### src/rtl/spi_reg_bank.sv
// SPI-loaded bank of NREGS x DATA_W configuration registers, SCLK/CSB/MOSI oversampled in i_clk.
// Define REGBANK_SHADOW_EN to stage writes in a shadow bank that is copied to o_regs on i_commit.
module spi_reg_bank #(
    parameter int NREGS       = 8,
    parameter int DATA_W      = 24,
    parameter int SYNC_STAGES = 2,
    parameter logic [NREGS*DATA_W-1:0] RESET_VAL = '0,
    localparam int ADDR_W     = (NREGS > 1) ? $clog2(NREGS) : 1
) (
    input  logic                    i_clk,
    input  logic                    i_reset_n,
    input  logic                    i_csb,
    input  logic                    i_sclk,
    input  logic                    i_mosi,
    input  logic                    i_lock,
    input  logic                    i_commit,
    output logic [NREGS*DATA_W-1:0] o_regs,
    output logic                    o_wr_pulse,
    output logic [ADDR_W-1:0]       o_wr_addr,
    output logic                    o_err
);

    localparam int FRAME_W = ADDR_W + DATA_W;
    localparam int CNT_W   = $clog2(FRAME_W + 2);

    typedef enum logic [1:0] {
        WAIT_HIGH,
        IDLE,
        SHIFT,
        DONE
    } state_t;

    state_t state;

    logic [SYNC_STAGES-1:0] sclk_sync;
    logic [SYNC_STAGES-1:0] csb_sync;
    logic [SYNC_STAGES-1:0] mosi_sync;
    logic                   sclk_d;
    logic                   csb_d;
    logic                   sclk_s;
    logic                   csb_s;
    logic                   mosi_s;
    logic                   sclk_rise;
    logic                   csb_fall;
    logic                   csb_rise;

    // CSB chain resets low so WAIT_HIGH only leaves once the pad is really seen high.
    always_ff @(posedge i_clk) begin
        if (!i_reset_n) begin
            sclk_sync <= '0;
            csb_sync  <= '0;
            mosi_sync <= '0;
            sclk_d    <= 1'b0;
            csb_d     <= 1'b0;
        end else begin
            sclk_sync <= {sclk_sync[SYNC_STAGES-2:0], i_sclk};
            csb_sync  <= {csb_sync[SYNC_STAGES-2:0], i_csb};
            mosi_sync <= {mosi_sync[SYNC_STAGES-2:0], i_mosi};
            sclk_d    <= sclk_s;
            csb_d     <= csb_s;
        end
    end

    assign sclk_s    = sclk_sync[SYNC_STAGES-1];
    assign csb_s     = csb_sync[SYNC_STAGES-1];
    assign mosi_s    = mosi_sync[SYNC_STAGES-1];
    assign sclk_rise = sclk_s & ~sclk_d;
    assign csb_fall  = ~csb_s & csb_d;
    assign csb_rise  = csb_s & ~csb_d;

    logic [FRAME_W-1:0] shifter;
    logic [CNT_W-1:0]   bit_cnt;
    logic [ADDR_W-1:0]  frame_addr;
    logic [DATA_W-1:0]  frame_data;
    logic               len_ok;
    logic               addr_ok;
    logic               wr_en;
    logic               err_en;

    assign frame_addr = shifter[FRAME_W-1 -: ADDR_W];
    assign frame_data = shifter[DATA_W-1:0];
    assign len_ok     = (bit_cnt == CNT_W'(FRAME_W));

    generate
        if (NREGS == (1 << ADDR_W)) begin : g_addr_full
            assign addr_ok = 1'b1;
        end else begin : g_addr_cmp
            assign addr_ok = (frame_addr < ADDR_W'(NREGS));
        end
    endgenerate

    // Malformed frames are flagged even while locked; well-formed locked frames vanish silently.
    assign wr_en  = (state == DONE) && len_ok && addr_ok && !i_lock;
    assign err_en = (state == DONE) && !(len_ok && addr_ok);

    always_ff @(posedge i_clk) begin
        if (!i_reset_n) begin
            state      <= WAIT_HIGH;
            shifter    <= '0;
            bit_cnt    <= '0;
            o_wr_pulse <= 1'b0;
            o_err      <= 1'b0;
            o_wr_addr  <= '0;
        end else begin
            o_wr_pulse <= wr_en;
            o_err      <= err_en;
            if (wr_en) begin
                o_wr_addr <= frame_addr;
            end
            case (state)
                WAIT_HIGH: begin
                    if (csb_s) begin
                        state <= IDLE;
                    end
                end
                IDLE: begin
                    if (csb_fall) begin
                        shifter <= '0;
                        bit_cnt <= '0;
                        state   <= SHIFT;
                    end
                end
                SHIFT: begin
                    if (sclk_rise) begin
                        shifter <= {shifter[FRAME_W-2:0], mosi_s};
                        if (bit_cnt != CNT_W'(FRAME_W + 1)) begin
                            bit_cnt <= bit_cnt + CNT_W'(1);
                        end
                    end
                    if (csb_rise) begin
                        state <= DONE;
                    end
                end
                DONE: begin
                    state <= IDLE;
                end
                default: begin
                    state <= WAIT_HIGH;
                end
            endcase
        end
    end

    logic [NREGS*DATA_W-1:0] bank_cur;
    logic [NREGS*DATA_W-1:0] bank_next;

`ifdef REGBANK_SHADOW_EN
    logic [NREGS*DATA_W-1:0] shadow_q;
    assign bank_cur = shadow_q;
`else
    logic unused_commit;
    assign unused_commit = i_commit;
    assign bank_cur      = o_regs;
`endif

    always_comb begin
        bank_next = bank_cur;
        for (int k = 0; k < NREGS; k++) begin
            if (wr_en && (frame_addr == ADDR_W'(k))) begin
                bank_next[k*DATA_W +: DATA_W] = frame_data;
            end
        end
    end

    // A commit in the write cycle copies bank_next, so the coinciding write is included.
    always_ff @(posedge i_clk) begin
        if (!i_reset_n) begin
            o_regs   <= RESET_VAL;
`ifdef REGBANK_SHADOW_EN
            shadow_q <= RESET_VAL;
`endif
        end else begin
`ifdef REGBANK_SHADOW_EN
            shadow_q <= bank_next;
            if (i_commit) begin
                o_regs <= bank_next;
            end
`else
            o_regs   <= bank_next;
`endif
        end
    end

endmodule

### config.mk
export PLATFORM = sky130hd
export DESIGN_NAME = spi_reg_bank
export DESIGN_NICKNAME = d
export VERILOG_FILES = /design/src/rtl/spi_reg_bank.sv
export SDC_FILE = /design/constraint.sdc
export NUM_CORES = 1
export LEC_CHECK = 0
export CAP_MARGIN = 10
export CORE_MARGIN = 5
export CORE_UTILIZATION = 43
export CTS_BUF_LIST = sky130_fd_sc_hd__clkbuf_16
export DETAILED_ROUTE_END_ITERATION = 6
export PLACE_DENSITY = 0.8
export SLEW_MARGIN = 15
export SYNTH_ARGS = -nofsm -noshare
export SYNTH_HDL_FRONTEND = slang
export SYNTH_SLANG_ARGS = --single-unit
export TNS_END_PERCENT = 50
### constraint.sdc
create_clock -name i_clk -period 1.8 [get_ports i_clk]
set_input_delay 0.27 -clock i_clk [delete_from_list [all_inputs] [get_ports i_clk]]
set_output_delay 0.27 -clock i_clk [all_outputs]
set_load 0.005 [all_outputs]
==> results of run 1 <==
sequential cells by signal, indices dropped and copies added (netlist names), 2 cells and up:
signal / count
o_regs: 192
sclk_sync: 2
mosi_sync: 2
o_wr_addr: 3
bit_cnt: 5
csb_sync: 2
state: 2
shifter: 27
worst register-to-register path, cell delays in order, from the launching register on:
cell	delay, ns
dfxtp_4	0.37
ha_4	0.16
and4b_4	0.35
buf_12	0.14
nand4_4	0.10
buf_12	0.19
buf_6	0.14
nand3_1	0.10
o21ai_1	0.09
kinds of logic after synthesis:
family | count (synthesis)
AO/OA/AOI/OAI | 235
adder cells (fa/ha/maj) | 7
buffers and inverters | 89
flip-flops | 239
multiplexers | 4
AND/OR/NAND/NOR | 323
layout by cell type, fill, tap and decap left out, types with 4 or more instances in the layout:
| cell | n |
|---|---|
| inv_1 | 12 |
| clkdlybuf4s50_1 | 201 |
| buf_4 | 21 |
| clkbuf_16 | 30 |
| ha_1 | 6 |
| nand2_1 | 36 |
| nand2b_1 | 30 |
| buf_6 | 4 |
| o21ai_0 | 92 |
| buf_12 | 19 |
| o21ai_1 | 97 |
| a21oi_1 | 32 |
| o21ai_2 | 5 |
| nand3_1 | 226 |
| mux2i_1 | 4 |
| dfxtp_1 | 235 |
| nor2_1 | 4 |
| and2_1 | 8 |
metal layers:
layer	vias up	GRT usage	share of wire
li1	3561	-	-
met1	3450	0.255	0.42
met2	270	0.315	0.48
met3	33	0.0366	0.080
met4	0	0.0526	0.019
met5	-	0	0
power by group through the flow:
stage                     combinational [mW]  sequential [mW]  clock, mW
after CTS                              0.912             5.35       5.04
after global routing                    1.15             5.35       5.27
after floorplan                        0.611             5.46          0
final                                   1.07             5.35       4.96
after detailed placement               0.910             5.47          0
after global placement                 0.887             5.46          0
worst paths after layout:
kind / depth (start not counted) / end / slack (ns)
max: 8 / o_regs[132]$_SDFFE_PN0P_ / 0.03
min: 3 / o_err$_SDFF_PN0_ / 0.14
max reg2reg: 8 / o_regs[132]$_SDFFE_PN0P_ / 0.03
min reg2reg: 1 / csb_sync[1]$_SDFF_PN0_ / 0.43
repair_timing:
item                       CTS  global route
setup endpoints to repair   33           160
setup buffers                3             5
resized for setup            0            12
gates cloned                 0             7
hold buffers                 0             0
pin swaps                    0             3
through the flow:
stage          setup TNS (ns)  utilization
2_1_floorplan               0            -
3_3_place_gp           -0.445        0.553
3_5_place_dp           -0.849        0.553
4_1_cts                     0        0.597
5_1_grt               -0.0278        0.610
6_report                    0        0.610
cell type report:
cell class              instances  area (µm²)
inverters                       7        26.3
multi-input cells             569        3110
clock buffers                  25         626
repair buffers                251        2740
flip-flops and latches        239        4790
clock inverters                18         169
fillers                      1573        7550
well taps                     265         332
==> qor.csv, run 1 <==
stage,metric,value,unit
power,p_leak,4.08,nW
synth,synth_compound_area_frac,0.146,
clocking,ctsHtreeMaxLevel,1,
power,vdd.ir_drop.worst,0.000562,V
synth,synthArstFlopShare,0,
place,placed_cells,1316,
place,post-place-ws,-0.0751,ns
worst_setup_path,end_kind,flop,
timing,timing.final.crit_share,0.982,
synth,syn_nets,911,
global_routing,grt_pass1_wl,34700,µm
run_status,status,"finished, final reports clean",
routing,drt-initial-drc-count,425,
synth,ys.flop_type,dfxtp_1,
synth,synth.largest_area_cell,dfxtp_1,
final_layout,fin_cells,1374,
power,intPower,8.80,mW
synth,synth-simple-area-share,0.207,
final_layout,stdcell_area,0.0118,mm²
synth,synthCells,897,
worst_setup_path,cp-start-kind,flop,
die,dieWidth,150,µm
power,sw_frac_of_total,0.226,
die,dieArea,0.0224,mm²
place,dp_hpwl,15600,µm
job,cap_violations,0,
power,powerDensity,965,mW/mm²
timing,final-hold-violation-count,0,
routing,drt_wl_total,23800,µm
clocking,cts_tree,yes,
synth,synth_edf_count,0,
die,coreArea,0.0193,mm²
worst_hold_path,hp-start,i_reset_n,
routing,num_vias,7314,
timing,slew_headroom,0.660,
clocking,clock_latency,0.50,ns
die,num_rows,51,
synth,post-synth-top-count-cell,dfxtp_1,
place,globalplace.congestion,0.791,
worst_hold_path,hold_class,input pin to flop,
clocking,cts_buffers,24,
power,pwr-share-seq,0.470,
synth,synth_top_cells_by_count,"239 x dfxtp_1, 226 x nand3_1, 96 x o21ai_1, 93 x o21ai_0, 36 x nand2_1",
clocking,clk_pin_slew_worst_paths,0.06,ns
global_routing,antenna_found_initial,0,
routing,vias_per_cell,5.32,
worst_setup_path,crit_family,simple AND/OR/NAND/NOR gates,
routing,dr.pass1.iters,5,
global_routing,gr-usage-all-layers,0.190,
die,start_util,0.434,
power,p_total,11.4,mW
worst_setup_path,required,2.16,ns
final_layout,area_delta_synth_final,40.6,%
timing,setup_viol,0,
clocking,numClockSinks,239,
routing,antenna_left,0,
synth,ys_seq_area_frac,0.571,
synth,yosys-top-cells-area,"dfxtp_1 57%, nand3_1 13%, o21ai_1 5.7%, o21ai_0 5.6%, buf_6 2.4%",
synth,synth_top_area_frac,0.571,
clocking,cts_root_buf,clkbuf_16,
final_layout,final_nets,1106,
place,dpl-instance-area,0.0107,mm²
final_layout,drive_gt1_frac,0.0929,
final_layout,antenna_cells,0,
synth,ys_ff_latch,239,
synth,avgSynthCellArea,9.35,µm²
worst_setup_path,crit_type,flop to flop,
timing,fin_skew,0.0175,ns
global_routing,overflow,0,
clocking,clockBufferDepth,3,
die,pin_count,204,
worst_setup_path,worstSetupStartpoint,bit_cnt[1]$_SDFFE_PN0P_,
synth,synth_area,0.00838,mm²
worst_setup_path,r2r_start,bit_cnt[1]$_SDFFE_PN0P_,
timing,tightest_slew,0.508,ns
global_routing,grt_pass1_vias,6480,
worst_setup_path,cp_slowest_cell,dfxtp_4,
worst_setup_path,crit_fanout,9,
routing,drt-wirelength-per-cell,17.3,µm
worst_setup_path,cp.arrival,2.13,ns
power,clockPowerShare,0.436,
timing,setup_slack,0.0328,ns
worst_setup_path,worst_path_largest_cell_delay,0.37,ns
synth,synth-adder-area-share,0.0104,
worst_setup_path,worstPathCellList,"ha_4, and4b_4, buf_12, nand4_4, buf_12, buf_6, nand3_1, o21ai_1",
timing,min_period,1.77,ns
die,fp.dieH,150,µm
global_routing,grt_max_degree,59,
timing,max_clock_freq,0.566,GHz
place,port_buffers,202,
worst_setup_path,cpMostUsedCell,buf_12,
synth,muxShareOfSynthArea,0.00478,
timing,slew_violations,0,
synth,synth_xor_area_frac,0,
timing,hold_slack,0.144,ns
synth,ys.warnings.count,0,
synth,yosysUniqueCellTypes,38,
worst_setup_path,path_buf_inv,3,
synth,synth_top_family_by_area,simple AND/OR/NAND/NOR gates,
power,pwr-share-comb,0.094,
routing,drc,0,
power,p_switching,2.58,mW
(Power assumes the default switching activity.)
==> run 2, diff against run 1 <==
--- a/config.mk
+++ b/config.mk
@@ -10,7 +10,7 @@
 export CORE_UTILIZATION = 43
 export CTS_BUF_LIST = sky130_fd_sc_hd__clkbuf_16
 export DETAILED_ROUTE_END_ITERATION = 6
-export PLACE_DENSITY = 0.8
+export PLACE_DENSITY = 0.71
 export SLEW_MARGIN = 15
 export SYNTH_ARGS = -nofsm -noshare
 export SYNTH_HDL_FRONTEND = slang
==> qor.csv, run 2 (synthesized netlist as in run 1, its figures left out) <==
stage,metric,value,unit,change
routing,drc,0,,unchanged
global_routing,gr-usage-all-layers,0.189,,-0.000862
place,placed_cells,1315,,-0.076%
worst_setup_path,end_kind,flop,,
timing,slew_violations,0,,unchanged
power,p_leak,3.93,nW,-3.7%
worst_setup_path,worstPathCellList,"ha_1, and4b_4, nand4b_4, buf_12, nand3_1, o21ai_1",,
routing,drt_wl_total,22400,µm,-5.9%
routing,vias_per_cell,5.22,,-2.0%
timing,setup_viol,0,,unchanged
final_layout,antenna_cells,0,,unchanged
place,dpl-instance-area,0.0107,mm²,about the same
final_layout,fin_cells,1360,,-1.0%
global_routing,grt_max_degree,60,,+1.7%
clocking,cts_root_buf,clkbuf_16,,
final_layout,final_common_cell,dfxtp_1,,
clocking,clk_pin_slew_worst_paths,0.06,ns,about the same
clocking,ctsHtreeMaxLevel,1,,unchanged
clocking,numClockSinks,239,,unchanged
global_routing,overflow,0,,unchanged
clocking,cts_tree,yes,,
global_routing,grt.met3_usage,0.0330,,-0.00363
final_layout,stdcell_area,0.0115,mm²,-2.8%
die,pin_count,204,,unchanged
global_routing,use_met1,0.260,,+0.00511
final_layout,seqCellArea,0.00479,mm²,-0.13%
clocking,ctsHoldBuffers,0,,unchanged
timing,slew_headroom,0.662,,+0.00196
worst_setup_path,worst_path_largest_cell_delay,0.42,ns,+0.05 ns
die,num_rows,51,,unchanged
die,dieWidth,150,µm,unchanged
final_layout,largest_reg_flops,192,,unchanged
timing,grt_setup_unrepaired,false,,
worst_hold_path,hp-start,i_reset_n,,
clocking,cts_buffers,25,,+4.2%
worst_setup_path,rr_endpoint,o_regs[108]$_SDFFE_PN0P_,,
worst_hold_path,min_to,bit_cnt[0]$_SDFFE_PN0P_,,
timing,tns,0,ns,unchanged
final_layout,multi_input_area,0.00309,mm²,-0.56%
final_layout,top_regs,"o_regs x192, shifter x27, bit_cnt x5",,
routing,num_vias,7095,,-3.0%
timing,timing.final.crit_share,0.936,,-0.0459
global_routing,grt_busiest_layer,met2,,
die,start_util,0.434,,unchanged
worst_setup_path,r2r_start,bit_cnt[0]$_SDFFE_PN0P_,,
job,cap_violations,0,,unchanged
timing,hold_slack,0.202,ns,+0.0577 ns
routing,drt-wirelength-per-cell,16.4,µm,-4.9%
global_routing,antenna_found_initial,0,,unchanged
timing,max_clock_freq,0.594,GHz,+4.9%
final_layout,drive_gt1_frac,0.0731,,-0.0198
global_routing,grt_pass1_wl,34300,µm,-1.2%
worst_hold_path,hold_class,input pin to flop,,
routing,antenna_left,0,,unchanged
worst_setup_path,cp.arrival,2.05,ns,-0.08 ns
worst_setup_path,cp-start-kind,flop,,
timing,fin_skew,0.0166,ns,-0.000925 ns
final_layout,area_delta_synth_final,36.6,%,
worst_setup_path,cp_slowest_cell,and4b_4,,
die,dieArea,0.0224,mm²,unchanged
timing,tightest_slew,0.505,ns,-0.00294 ns
worst_hold_path,hold_path_depth,3,,unchanged
final_layout,final_nets,1095,,-0.99%
die,fp.dieH,150,µm,unchanged
power,vdd.ir_drop.worst,0.000517,V,-8.1%
place,port_buffers,202,,unchanged
worst_setup_path,crit_type,flop to flop,,
global_routing,grt_pass1_vias,6267,,-3.3%
final_layout,n_fill_cell,1726,,+9.7%
worst_setup_path,rrSetupSlack,0.12,ns,+0.08 ns
routing,drt-initial-drc-count,486,,+14%
timing,min_period,1.68,ns,-0.0827 ns
place,dp_hpwl,15400,µm,-1.3%
die,coreArea,0.0193,mm²,unchanged
global_routing,met2_usage,0.308,,-0.00679
run_status,status,"finished, final reports clean",,
place,globalplace.congestion,0.769,,-2.8%
timing,final-hold-violation-count,0,,unchanged
final_layout,regMostFlops,o_regs,,
clocking,clockBufferDepth,3,,unchanged
final_layout,final_cell_mix,"238 x dfxtp_1, 226 x nand3_1, 201 x clkdlybuf4s50_1",,
worst_setup_path,reg2regPathDepth,6,,-2
worst_setup_path,required,2.17,ns,about the same
clocking,clock_latency,0.50,ns,about the same
worst_setup_path,crit_fanout,20,,+11
routing,dr.pass1.iters,5,,unchanged
power,p_total,10.8,mW,-5.5%
power,powerDensity,939,mW/mm²,-2.7%
[run 2: worst max path at each step]
stage / to / cells after the start / from
after global placement: o_regs[16]$_SDFFE_PN0P_ / 7 / i_lock
after CTS: shifter[18]$_SDFFE_PN0P_ / 8 / state[0]$_SDFFE_PN0P_
after detailed placement: shifter[18]$_SDFFE_PN0P_ / 8 / state[0]$_SDFFE_PN0P_
final: o_regs[108]$_SDFFE_PN0P_ / 6 / bit_cnt[0]$_SDFFE_PN0P_
after floorplan: o_regs[151]$_SDFFE_PN0P_ / 8 / state[0]$_SDFFE_PN0P_
after global routing: o_regs[153]$_SDFFE_PN0P_ / 6 / bit_cnt[0]$_SDFFE_PN0P_
[run 2: routing by layer]
layer	share of wire	vias up	wire (µm)
met5	0	-	0
met4	0.021	0	467
met3	0.074	35	1660
met2	0.47	223	10400
met1	0.44	3303	9780
li1	-	3534	-
[run 2: timing repair]
item / 4_1_cts / 5_1_grt
gates resized for setup: 0 / 2
setup endpoints to repair: 0 / 30
buffers inserted: 0 / 3
[run 2: area by class of cell]
| cell class | instances | area share |
|---|---|---|
| clock buffers | 25 | 0.0546 |
| flip-flops and latches | 239 | 0.418 |
| well taps | 265 | 0.0290 |
| multi-input cells | 569 | 0.270 |
| inverters | 7 | 0.00229 |
| clock inverters | 16 | 0.00623 |
| repair buffers | 239 | 0.220 |
[run 2: worst max-delay path: cells and delay by family, from the launching register on]
family	cells	cell delay [ns]
AO/OA/AOI/OAI	1	0.07
adder cells (fa/ha/maj)	1	0.17
buffers and inverters	1	0.22
flip-flops	1	0.33
AND/OR/NAND/NOR	3	0.74
[run 2: report_power, final]
part | switching (mW) | internal (mW)
clock | 1.91 | 2.49
combinational | 0.527 | 0.471
sequential | 0.0275 | 5.32
total | 2.47 | 8.29
[run 2: stage by stage]
stage / utilization / worst slack [ns]
floorplan: - / 0.162
global placement: 0.553 / 0.0324
detailed placement: 0.553 / 0.0128
CTS: 0.589 / 0.0189
global route: 0.592 / 0.00481
finish: 0.592 / 0.115
